==> src/rtl/sl_reg_responder.sv <==
// ============================================================================
//  Module      : sl_reg_responder
//  Description : Peripheral-side responder for an SL811-style indexed bus.
//                Address register, auto-incrementing register file and an
//                interrupt status/enable pair driving intrq. Bus strobes are
//                asynchronous and synchronised into fclk.
//                Optional macro SL_AUTOINC_EN: data accesses post-increment
//                the address register.
//  Revision    : 1.0 - initial release
// ============================================================================
`default_nettype none

module sl_reg_responder #(
  parameter int                ADDR_W        = 4,
  parameter logic [ADDR_W-1:0] INT_EN_ADDR   = 4'h6,
  parameter logic [ADDR_W-1:0] INT_STAT_ADDR = 4'hD
) (
  input  logic       fclk,
  input  logic       rst_n,
  input  logic       cs_n,
  input  logic       a0,
  input  logic       rd_n,
  input  logic       wr_n,
  input  logic [7:0] d_in,
  output logic [7:0] d_out,
  output logic       d_oe,
  input  logic [7:0] irq_evt,
  output logic       intrq
);

  localparam int                DEPTH    = 2**ADDR_W;
  localparam logic [ADDR_W-1:0] ADDR_ONE = ADDR_W'(1);

`ifdef SL_AUTOINC_EN
  localparam bit AUTOINC = 1'b1;
`else
  localparam bit AUTOINC = 1'b0;
`endif

  typedef enum logic [1:0] {
    IDLE = 2'd0,
    RD   = 2'd1,
    WR   = 2'd2
  } state_t;

  logic              rd_act, wr_act;
  logic              rd_s1, rd_s2, rd_s3;
  logic              wr_s1, wr_s2, wr_s3;
  logic              a0_s1, a0_s2;
  logic [1:0]        settle;
  logic              armed;
  state_t            state, next_state;
  logic              commit_wr, rd_done;
  logic              acc_a0;
  logic [7:0]        wdata;
  logic [ADDR_W-1:0] addr;
  logic [7:0]        regs [DEPTH];
  logic [7:0]        status, enable;
  logic [7:0]        status_clr;
  logic [7:0]        rd_sel;
  logic              rd_rise, rd_fall, wr_rise, wr_fall;
  logic              hit_stat, hit_en;

  assign rd_act = ~cs_n & ~rd_n;
  assign wr_act = ~cs_n & ~wr_n;

  // Tristate enable follows the raw strobes so the bus is driven immediately.
  assign d_oe = ~cs_n & ~rd_n & rst_n;

  // Two-flop synchronisers plus a third stage for edge detection.
  always_ff @(posedge fclk or negedge rst_n) begin
    if (!rst_n) begin
      rd_s1 <= 1'b0; rd_s2 <= 1'b0; rd_s3 <= 1'b0;
      wr_s1 <= 1'b0; wr_s2 <= 1'b0; wr_s3 <= 1'b0;
      a0_s1 <= 1'b0; a0_s2 <= 1'b0;
    end else begin
      rd_s1 <= rd_act; rd_s2 <= rd_s1; rd_s3 <= rd_s2;
      wr_s1 <= wr_act; wr_s2 <= wr_s1; wr_s3 <= wr_s2;
      a0_s1 <= a0;     a0_s2 <= a0_s1;
    end
  end

  assign rd_rise = rd_s2 & ~rd_s3;
  assign rd_fall = ~rd_s2 & rd_s3;
  assign wr_rise = wr_s2 & ~wr_s3;
  assign wr_fall = ~wr_s2 & wr_s3;

  // Arm only once the synchronisers have refilled after reset and show an
  // idle bus; the reset values of s2 say nothing about the real bus state.
  always_ff @(posedge fclk or negedge rst_n) begin
    if (!rst_n) begin
      settle <= 2'b00;
      armed  <= 1'b0;
    end else begin
      settle <= {settle[0], 1'b1};
      armed  <= armed | (settle[1] & ~rd_s2 & ~wr_s2);
    end
  end

  // State register; the a0 phase is captured when an access starts.
  always_ff @(posedge fclk or negedge rst_n) begin
    if (!rst_n) begin
      state  <= IDLE;
      acc_a0 <= 1'b0;
    end else begin
      state <= next_state;
      if (state == IDLE && next_state != IDLE) acc_a0 <= a0_s2;
    end
  end

  // Next-state logic; simultaneous read and write abandons the access.
  always_comb begin
    next_state = state;
    commit_wr  = 1'b0;
    rd_done    = 1'b0;
    if (rd_s2 && wr_s2) begin
      next_state = IDLE;
    end else if (armed) begin
      case (state)
        IDLE: begin
          if (rd_rise)      next_state = RD;
          else if (wr_rise) next_state = WR;
        end
        RD: begin
          if (rd_fall) begin
            next_state = IDLE;
            rd_done    = 1'b1;
          end
        end
        WR: begin
          if (wr_fall) begin
            next_state = IDLE;
            commit_wr  = 1'b1;
          end
        end
        default: next_state = IDLE;
      endcase
    end
  end

  // Write data tracks the bus while the synchronised write strobe is active.
  always_ff @(posedge fclk or negedge rst_n) begin
    if (!rst_n) wdata <= 8'h00;
    else if (wr_s1) wdata <= d_in;
  end

  assign hit_stat = commit_wr & acc_a0 & (addr == INT_STAT_ADDR);
  assign hit_en   = commit_wr & acc_a0 & (addr == INT_EN_ADDR);

  // Address register and register file updates on access completion.
  always_ff @(posedge fclk or negedge rst_n) begin
    if (!rst_n) begin
      addr <= '0;
      for (int i = 0; i < DEPTH; i++) regs[i] <= 8'h00;
    end else if (commit_wr) begin
      if (!acc_a0) begin
        addr <= wdata[ADDR_W-1:0];
      end else begin
        regs[addr] <= wdata;
        if (AUTOINC) addr <= addr + ADDR_ONE;
      end
    end else if (rd_done && acc_a0 && AUTOINC) begin
      addr <= addr + ADDR_ONE;
    end
  end

  assign status_clr = hit_stat ? wdata : 8'h00;

  // Interrupt status (set wins over clear), enable, and registered request.
  always_ff @(posedge fclk or negedge rst_n) begin
    if (!rst_n) begin
      status <= 8'h00;
      enable <= 8'h00;
      intrq  <= 1'b0;
    end else begin
      status <= (status & ~status_clr) | irq_evt;
      if (hit_en) enable <= wdata;
      intrq <= |(status & enable);
    end
  end

  // Read source selection; interrupt registers shadow their file entries.
  always_comb begin
    rd_sel = regs[addr];
    if (addr == INT_STAT_ADDR)    rd_sel = status;
    else if (addr == INT_EN_ADDR) rd_sel = enable;
  end

  // Read data is refreshed every cycle from the synchronised a0 phase.
  always_ff @(posedge fclk or negedge rst_n) begin
    if (!rst_n) d_out <= 8'h00;
    else        d_out <= a0_s2 ? rd_sel : 8'(addr);
  end

endmodule

`default_nettype wire

==> config.mk <==
export PLATFORM = sky130hd
export DESIGN_NAME = sl_reg_responder
export DESIGN_NICKNAME = d
export VERILOG_FILES = /design/src/rtl/sl_reg_responder.sv
export SDC_FILE = /design/constraint.sdc
export NUM_CORES = 1
export LEC_CHECK = 0
export BUFFER_PORTS_ARGS = -buffer_cell sky130_fd_sc_hd__buf_2
export CAP_MARGIN = 10
export CORE_MARGIN = 2
export CORE_UTILIZATION = 36
export DETAILED_ROUTE_END_ITERATION = 8
export HOLD_SLACK_MARGIN = 0.12
export SYNTH_ARGS = -nofsm -noshare
export SYNTH_HDL_FRONTEND = slang
export SYNTH_SLANG_ARGS = --single-unit
==> constraint.sdc <==
create_clock -name fclk -period 1.8 [get_ports fclk]
set_input_delay 0.27 -clock fclk [delete_from_list [all_inputs] [get_ports fclk]]
set_output_delay 0.27 -clock fclk [all_outputs]
set_load 0.1 [all_outputs]
# Word-level counts from Yosys, hierarchy flattened
# Cells that the tools add are included.
[word_totals]
reg_bits = 179
out_inout_bits = 10
[op_classes]
mux = 21
reduce_logical = 8
n_bitwise = 26
order_cmp = 2
eq_ne = 4
[op_table]
columns = ["cell", "n"]
rows = [
  ["$bwmux 128", 1],
  ["$mux 8", 7],
  ["$bmux 8 s4", 1],
  ["$demux 8 s4", 1],
  ["$and 8x8->8", 2],
  ["$and 1x1->1", 12],
  ["$mux 2", 6],
  ["$not 1->1", 8],
  ["$not 8->8", 1],
  ["$or 8x8->8", 1],
  ["$reduce_or 8->1", 1],
  ["$pmux 2 s3", 1],
  ["$ge 5x5->1 const B", 1],
  ["$lt 5x1->1 const B", 1],
  ["$not 4->5", 1],
  ["$eq 4x3->1 const B", 1],
  ["$eq 4x4->1 const B", 1],
  ["$mux 1", 4],
  ["$reduce_and 2->1", 2],
  ["$logic_and 1x1->1", 3],
  ["$eq 2x1->1 const B", 1],
  ["$eq 2x2->1 const B", 1],
  ["$logic_not 2->1", 1],
  ["$reduce_bool 2->1", 1],
  ["$or 1x1->1", 1],
]

# Logic depth before layout (Yosys ltp)
# Gate-level depths: netlist (run 1).
[depth]
word_depth = 12
ltp_mapped = 8
ltp_nobuf = 4

# Least setup slack after synthesis (run 1)
# Ideal clock, no wire load.
[synth_timing]
kind = "register -> register"
from = "register wr_s2"
to = "register regs[21] in the netlist's numbering"
arrival_time_ns = 1.776
path_stages_with_launch = 6
required_time_ns = 1.675
path_slack_ns = -0.101
period_less_slack_ns = 1.901
path_cell_list = "dfrtp_1 and4bb_2 nand4_4 nor2_4 buf_4 mux2_2"
[synth_between]
elab_chain_len = 7
word_cells_on_any_way = 8
cone_classes = "mux (4); bitwise (2); reduce/logical (2)"
[synth_rtl]
columns = ["element", "line_no", "rtl"]
rows = [
  ["from (decl)", "48", "logic wr_s1, wr_s2, wr_s3;"],
  ["from (signal assigned)", "78", "wr_s1 <= wr_act; wr_s2 <= wr_s1; wr_s3 <= wr_s2;"],
  ["$not 1->1", "86", "assign wr_fall = ~wr_s2 & wr_s3;"],
  ["$and 1x1->1", "86", ""],
  ["$mux 1", "131", "if (wr_fall) begin"],
  ["$mux 1", "119", "case (state)"],
  ["$mux 1", "118", "end else if (armed) begin"],
  ["$mux 1 (*)", "116", "if (rd_s2 && wr_s2) begin"],
  ["$reduce_and 2->1 (no line) (*)", "-", ""],
  ["to (signal, indexed assignment)", "159", "regs[addr] <= wdata;"],
  ["to (decl)", "57", "logic [7:0] regs [DEPTH];"],
]
# Every way passes the cells marked *; elsewhere a longest branch is shown, timed or not.
# A chain may end at the register's enable or synchronous reset.

# Worst setup path in the final report (run 1)
[layout_timing]
from = "register state[0]"
to = "register regs[57] in the netlist's numbering"
[layout_between]
elab_chain_len = 5
[layout_rtl]
columns = ["element", "line_no", "rtl"]
rows = [
  ["from (decl)", "52", "state_t state, next_state;"],
  ["from (signal assigned)", "106", "state <= next_state;"],
  ["$eq 2x2->1", "119", ""],
  ["$mux 1", "119", ""],
  ["$mux 1", "118", ""],
  ["$mux 1", "116", ""],
  ["$reduce_and 2->1 (no line)", "-", ""],
]
# Every way passes these cells.

==> summary.txt, run 1 <==
Pwr
  • Net Sw Frac: 0.336
  • Gate power share: 0.306
  • Sw Pwr: 4.20 mW
  • Pint: 8.29 mW
  • P_leak: roughly 4.6 nW
  • Pwr dens: 1230 nW/um^2
  • Peak supply drop: roughly 0.6 mV
  • Overall power: 12.5 mW
  • Clock network power share: 0.310
  • Register share of total power: 0.384

Setup path
  • Worst Setup Start Kind: register
  • Worst Path Arrival: 2.13 ns
  • Critical Path RT: 2.11 ns
  • Crit. End Element: register
  • Crit Path Class: reg -> reg
  • Max FO, Critical Path: 5

Global routing
  • Total GRT Usage: 0.177
  • Total grt overflow: 0
  • First-pass GRT wire length: 30,200 microns
  • Largest net degree at the start of global routing: 99
  • Initial antenna violation count: 0
  • Vias in the first global route: 5,277

Placement
  • Placed Instances: 891
  • PortBufs: 31
  • Post-DP HPWL: approximately 13,000 microns
  • GP Congestion: around 0.86

Clock network
  • Sink Count: 171
  • Max clock buf depth: 2
  • CTS root buf: clkbuf_16
  • Clock latency at the later pin of the worst-skew pair: 0.43 ns
  • Total CTS buffers: 17
  • CTS tree: done
  • Reg clk slew, reported paths: roughly 0.06 ns
  • CTS H-tree depth: 4

Timing
  • Slew @ Worst Pin: 0.888 ns
  • Max Clk Rate: 550 MHz
  • Setup Viol. Count Final: 19
  • Final Max Slew Viols: 0
  • Final WS setup: -0.0190 ns
  • Crit path time final: roughly 1.8 ns
  • Clk_skew: roughly 0.012 ns
  • Tcrit/Tclk final: 1.01
  • RSZ-0062 raised after global routing: yes
  • Normalized max-slew margin: 0.408
  • Final hold violations: 0

Synth
  • Primary FF master, synth: dfrtp_1
  • Syn Area/Cell: 13.9 sq um
  • Syn nets: 584
  • Post-synth EDFFs: 0
  • Area contributors post-synth: dfrtp_1 55%, mux2_2 22%, mux4_2 3.8%, mux2i_1 2.7%, a22oi_1 1.3%
  • Yosys top cell area share: 0.549
  • Sequential cell area fraction in the yosys report: 0.549
  • Synth cell types: 50
  • Synth async-reset ratio: 1.00
  • Post-synth top area cell: dfrtp_1
  • Mapped Area: 7800 sq um
  • Synthesized flop and latch total: 171
  • Mapped Cells: ~560
  • Synth warn: 0

Floorplan
  • Die H: 151 microns
  • Die Span X: roughly 150 microns
  • Initial core utilization: 0.369
  • Io pins: 32
  • Die area: 22,800 sq um
  • Core ar.: 21,200 sq um
  • Placement row count: 53

Route
  • Via count: 5,083
  • Vias per cell: around 5.3
  • Routed WL: 19,300 microns
  • Routed len/inst: 20.3 microns
  • DRT Pass-1 Iters: 4
  • Detailed Route Iter0 Violations: 341
  • Final routed DRC violation total: 0
  • Routed Antenna Nets: 0

Run status
  • Failing checks: setup timing
  • Status: complete, but fails checks

Hold path
  • Hold Crit Class: reg -> reg

Final layout
  • Fillers: about 1,800
  • Commonest non-fill, non-tap cell in the layout: dfrtp_1
  • Synth-to-layout area growth: 30.0%
  • Final #Nets: 686
  • Top library cells by usage in the layout, fill and taps aside: 167 x dfrtp_1, 88 x mux2_2, 63 x mux2_4, 39 x buf_4, 29 x buf_2
  • Layout cells sized above 1: 0.496
  • Non-Filler Instances: roughly 950
  • Diodes inserted: 0

Run
  • Max Cap Viol: 0
[flip-flops by register name (all words and copies together), names as in the netlist]
| name | count |
|---|---|
| settle | 2 |
| state | 2 |
| intrq | 1 |
| a0_s2 | 1 |
| status | 8 |
| wr_s3 | 1 |
| rd_s1 | 1 |
| regs | 128 |
| addr | 4 |
| wr_s1 | 1 |
| wdata | 8 |
| rd_s3 | 1 |
| a0_s1 | 1 |
| d_out | 8 |
| acc_a0 | 1 |
| rd_s2 | 1 |
| armed | 1 |
| wr_s2 | 1 |
[power by group through the flow]
stage	Combinational (mW)	Sequential (mW)	Clock (mW)
5_1_grt	4.07	4.86	4.13
2_1_floorplan	1.92	5.11	0
3_3_place_gp	3.46	4.80	0
4_1_cts	3.66	4.76	3.94
3_5_place_dp	3.50	4.82	0
6_report	3.83	4.79	3.87
[what timing repair did]
item | in CTS | in global routing
buffers inserted | 3 | 4
hold buffers | 22 | 0
setup endpoints to repair | 95 | 133
endpoints found under the hold margin | 190 | 0
resized for setup | 45 | 54
pin swaps | 5 | 8
[critical path, stage by stage (launching register included)]
cell	delay [ns]
dfrtp_1	0.37
and4bb_4	0.43
nand4_4	0.20
nor3_4	0.19
buf_4	0.17
mux2_2	0.34
[cell families (layout without fill, tap and decap cells)]
| group | count (synthesis) | in the layout | share of synthesized area |
|---|---|---|---|
| compound gates | 71 | 71 | 0.0661 |
| buf+inv | 51 | 166 | 0.0287 |
| flops | 171 | 171 | 0.549 |
| mux | 185 | 185 | 0.283 |
| other cells | 1 | 1 | 0.000481 |
| simple gates | 83 | 83 | 0.0732 |
[metal layers]
layer / vias to the layer above / share of wire / global-route usage
met5: - / 0 / 0
met4: 0 / 0.021 / 0.0696
met3: 29 / 0.037 / 0.0398
met2: 124 / 0.48 / 0.281
met1: 2669 / 0.46 / 0.238
li1: 2261 / - / -
[path summary, 6_finish.rpt]
path                       startpoint       end  slack, ns  depth (start not counted)
hold / removal                  a0_s1     a0_s2       0.35                          0
hold reg to reg                 a0_s1     a0_s2       0.35                          0
max in group asynchronous       rst_n   addr[0]       0.92                          3
setup reg to reg             state[0]  regs[57]      -0.02                          5
setup / recovery             state[0]  regs[57]      -0.02                          5
min in group asynchronous       rst_n  wdata[7]       0.42                          3
[metrics by stage]
| stage | utilization | cell area [sq um] | hold slack, ns | TNS [ns] | setup WS, ns |
|---|---|---|---|---|---|
| after CTS | 0.468 | 9910 | 0.349 | -0.565 | -0.0372 |
| after global placement | 0.419 | 8860 | 0.324 | -0.281 | -0.0393 |
| final | 0.479 | 10100 | 0.348 | -0.102 | -0.0190 |
| after global routing | 0.479 | 10100 | 0.352 | -5.45 | -0.0964 |
| after floorplan | - | 7810 | -0.0256 | -0.268 | -0.0155 |
| after detailed placement | 0.419 | 8860 | 0.330 | -0.931 | -0.0545 |
[synth_stat cells, types with 2 or more instances]
| library cell | n |
|---|---|
| a21o_1 | 2 |
| nand4_4 | 4 |
| o21ai_0 | 9 |
| o211ai_1 | 5 |
| buf_2 | 5 |
| o211a_1 | 2 |
| o32a_1 | 2 |
| buf_4 | 7 |
| inv_1 | 14 |
| o22ai_1 | 3 |
| nor3b_1 | 2 |
| dfrtp_1 | 171 |
| a31oi_1 | 11 |
| nand2_1 | 8 |
| nor3_4 | 4 |
| nand3b_1 | 3 |
| nand4_1 | 3 |
| nand3_1 | 7 |
| a22oi_1 | 13 |
| or3_1 | 2 |
| nor2b_1 | 8 |
| mux2_2 | 151 |
| nor2_1 | 17 |
| a211oi_1 | 3 |
| o221ai_1 | 5 |
| nor2_2 | 11 |
| and2_1 | 3 |
| mux2i_1 | 21 |
| mux4_2 | 13 |
| nand2b_1 | 5 |
| a21oi_1 | 5 |
| clkbuf_1 | 24 |
| o221a_2 | 2 |
[layout make-up]
type                       count  area (sq um)  area share
clock buffer                  20           467      0.0460
multi-input combinational    340          3640       0.359
timing repair buffer         120          1190       0.118
inverter                      14          52.6     0.00518
clock inverter                12           163      0.0160
sequential                   171          4280       0.423
tap                          275           344      0.0339
No activity file was read; power rests on OpenSTA's default activity.
==> inputs of run 2 (changes only) <==
--- a/config.mk
+++ b/config.mk
@@ -7,6 +7,7 @@
 export LEC_CHECK = 0
 export BUFFER_PORTS_ARGS = -buffer_cell sky130_fd_sc_hd__buf_2
 export CAP_MARGIN = 10
+export CORE_ASPECT_RATIO = 1.1
 export CORE_MARGIN = 2
 export CORE_UTILIZATION = 36
 export DETAILED_ROUTE_END_ITERATION = 8
==> run 2 against run 1 <==
The run still ends with setup timing left. Clock-buffer cell count is the same. Non-clock buffer count shrank 1. Global-route usage shrank 0.58 points. Core utilization shrank 0.26 points. Routed wire length shrank 1.9%. Combinational power is essentially flat. Maximum frequency shrank 2.5%. Cell area grew 0.14%. Critical path depth grew 1. Register-to-register slack lost 0.05 ns. Sequential share of layout area shrank 0.057 points. Clock power shrank 17%. Critical path type unchanged. Critical endpoint is now d_out[2]. Largest cell class unchanged. Highest routed layer unchanged.
==> summary.txt, run 2 (synthesis results as in run 1) <==
Run status
  • Status: complete, but fails checks (unchanged)
  • Failing checks: setup timing (unchanged)

Floorplan
  • Die Span X: 144 microns (was 151 microns)
  • Io pins: 32 (unchanged)
  • Die H: 158 microns (was 151 microns)
  • Core ar.: 21,300 sq um (was 21,200 sq um)
  • Initial core utilization: 0.366 (was 0.369)
  • Placement row count: 56 (was 53)
  • Die area: 22,900 sq um (was 22,800 sq um)

Route
  • Detailed Route Iter0 Violations: 325 (was 341)
  • DRT Pass-1 Iters: 4 (unchanged)
  • Final routed DRC violation total: 0 (unchanged)
  • Vias per cell: 5.15 (was 5.34)
  • Routed Antenna Nets: 0 (unchanged)
  • Routed WL: 19,000 microns (was 19,300 microns)
  • Routed len/inst: 19.7 microns (was 20.3 microns)
  • Via count: 4,959 (was 5,083)

Timing
  • Max Clk Rate: 536 MHz (was 550 MHz)
  • Final WS setup: -0.0657 ns (was -0.0190 ns)
  • Clk_skew: 0.00797 ns (was 0.0116 ns)
  • RSZ-0062 raised after global routing: yes (unchanged)
  • Fin Setup TNS: -0.812 ns (was -0.102 ns)
  • Setup Viol. Count Final: 37 (was 19)
  • Final hold violations: 0 (unchanged)
  • Normalized max-slew margin: 0.461 (was 0.408)
  • Tcrit/Tclk final: 1.04 (was 1.01)
  • Final Max Slew Viols: 0 (unchanged)
  • Slew @ Worst Pin: 0.809 ns (was 0.888 ns)
  • Crit path time final: 1.87 ns (was 1.82 ns)

Placement
  • DP Area: 8750 sq um (was 8860 sq um)
  • Post-DP HPWL: 12,700 microns (was 12,900 microns)
  • GP Congestion: 0.836 (was 0.856)
  • PortBufs: 31 (unchanged)

Setup path
  • Critical Path RT: 2.12 ns (was 2.11 ns)
  • Worst Setup Start Kind: register (unchanged)
  • Max FO, Critical Path: 6 (was 5)
  • Crit Path Class: reg -> reg (unchanged)
  • Crit. End Element: register (unchanged)
  • Worst Path Arrival: 2.18 ns (was 2.13 ns)

Final layout
  • Design area: 10,200 sq um (was 10,100 sq um)
  • Synth-to-layout area growth: 30.2% (was 30.0%)
  • Biggest register: regs (unchanged)
  • Fillers: 1,863 (was 1,785)
  • Final #Nets: 685 (was 686)
  • Diodes inserted: 0 (unchanged)
  • Register Area: 4280 sq um (unchanged)
  • Commonest non-fill, non-tap cell in the layout: dfrtp_1 (unchanged)
  • Top library cells by usage in the layout, fill and taps aside: 169 x dfrtp_1, 97 x mux2_4, 54 x mux2_2, 36 x buf_4, 29 x buf_2 (was 167 x dfrtp_1, 88 x mux2_2, 63 x mux2_4, 39 x buf_4, 29 x buf_2)
  • Area occupied by multi-input gates: 3780 sq um (was 3640 sq um)
  • Layout cells sized above 1: 0.492 (was 0.496)
  • Fin util: 0.477 (was 0.479)
  • Max reg flops: 128 (unchanged)

Global routing
  • Vias in the first global route: 5,167 (was 5,277)
  • Layer carrying the most global-route usage: met2 (unchanged)
  • Largest net degree at the start of global routing: 90 (was 99)
  • Total grt overflow: 0 (unchanged)
  • Met2 Use GR: 0.285 (was 0.281)
  • Met1 Use GR: 0.223 (was 0.238)
  • Routing usage on met3: 0.0280 (was 0.0398)
  • Initial antenna violation count: 0 (unchanged)
  • Total GRT Usage: 0.172 (was 0.177)
  • First-pass GRT wire length: 29,600 microns (was 30,200 microns)

Pwr
  • P_leak: 4.58 nW (was 4.60 nW)
  • Peak supply drop: 0.540 mV (was 0.603 mV)
  • Pwr dens: 1170 nW/um^2 (was 1230 nW/um^2)
  • Overall power: 11.8 mW (was 12.5 mW)

Clock network
  • CTS tree: done (unchanged)
  • Max clock buf depth: 2 (unchanged)
  • CTS root buf: clkbuf_16 (unchanged)
  • CTS H-tree depth: 4 (unchanged)
  • Reg clk slew, reported paths: 0.06 ns (about the same)
  • Clock latency at the later pin of the worst-skew pair: 0.43 ns (about the same)
  • Sink Count: 171 (unchanged)
  • Total CTS buffers: 17 (unchanged)

Hold path
  • Hold Crit Class: reg -> reg (unchanged)

Run
  • Max Cap Viol: 0 (unchanged)
[run 2: cell types whose count changed in the layout (fill, tap and decap cells not counted), moves of 3 or more]
| cell | previous run | this run |
|---|---|---|
| bufinv_16 | 3 | 0 |
| dfrtp_2 | 4 | 1 |
| mux2_4 | 63 | 97 |
| a22oi_2 | 0 | 3 |
| buf_12 | 22 | 18 |
| clkinv_2 | 1 | 7 |
| a22oi_1 | 13 | 10 |
| buf_4 | 39 | 36 |
| mux2_2 | 88 | 54 |
| clkinv_4 | 4 | 1 |
| buf_6 | 7 | 12 |
[run 2: worst paths after layout]
path	startpoint	endpoint	slack [ns]	cells past startpoint
setup / recovery	addr[0]	d_out[2]	-0.07	6
max in group asynchronous	rst_n	regs[76]	0.97	3
min in group asynchronous	rst_n	wdata[7]	0.41	3
hold / removal	a0_s1	a0_s2	0.35	0
setup reg to reg	addr[0]	d_out[2]	-0.07	6
hold reg to reg	a0_s1	a0_s2	0.35	0
[run 2: stage by stage]
stage / instances / hold WS (ns) / worst slack (ns)
final: 963 / 0.351 / -0.0657
after floorplan: 562 / -0.0256 / -0.0155
after CTS: 953 / 0.353 / -0.0636
after global routing: 963 / 0.362 / -0.132
after detailed placement: 896 / 0.336 / -0.154
after global placement: 896 / 0.333 / -0.120
[run 2: final cells by class]
class | instances | share of cell area
clock buffers | 20 | 0.0450
clock inverters | 9 | 0.00505
inverters | 14 | 0.00518
multi-input cells | 340 | 0.373
flip-flops and latches | 171 | 0.422
well taps | 290 | 0.0357
repair buffers | 119 | 0.114
[run 2: timing repair]
item                                    4_1_cts  5_1_grt
pin swaps                                     4       18
buffers inserted                              7       10
hold buffers                                 22        0
gates resized for setup                      65       78
hold endpoints to repair                    190        0
endpoints found under the setup margin       95      143
cloned                                        0        0
[run 2: power breakdown]
part	internal, mW	total, mW	switching [mW]
sequential	4.28	4.78	0.501
combinational	1.72	3.84	2.12
clock	1.79	3.22	1.42
total	7.79	11.8	4.05
[run 2: routing by layer]
metal	vias up	share of wire
li1	2263	-
met1	2578	0.45
met2	91	0.49
met3	27	0.030
met4	0	0.027
met5	-	0
[run 2: critical path, cell delays in order, from the launching register on]
cell and delay (ns):
dfrtp_4 0.52, buf_4 0.16, buf_4 0.13, mux4_2 0.42, a22oi_2 0.21, nand3_1 0.10, a22o_1 0.21
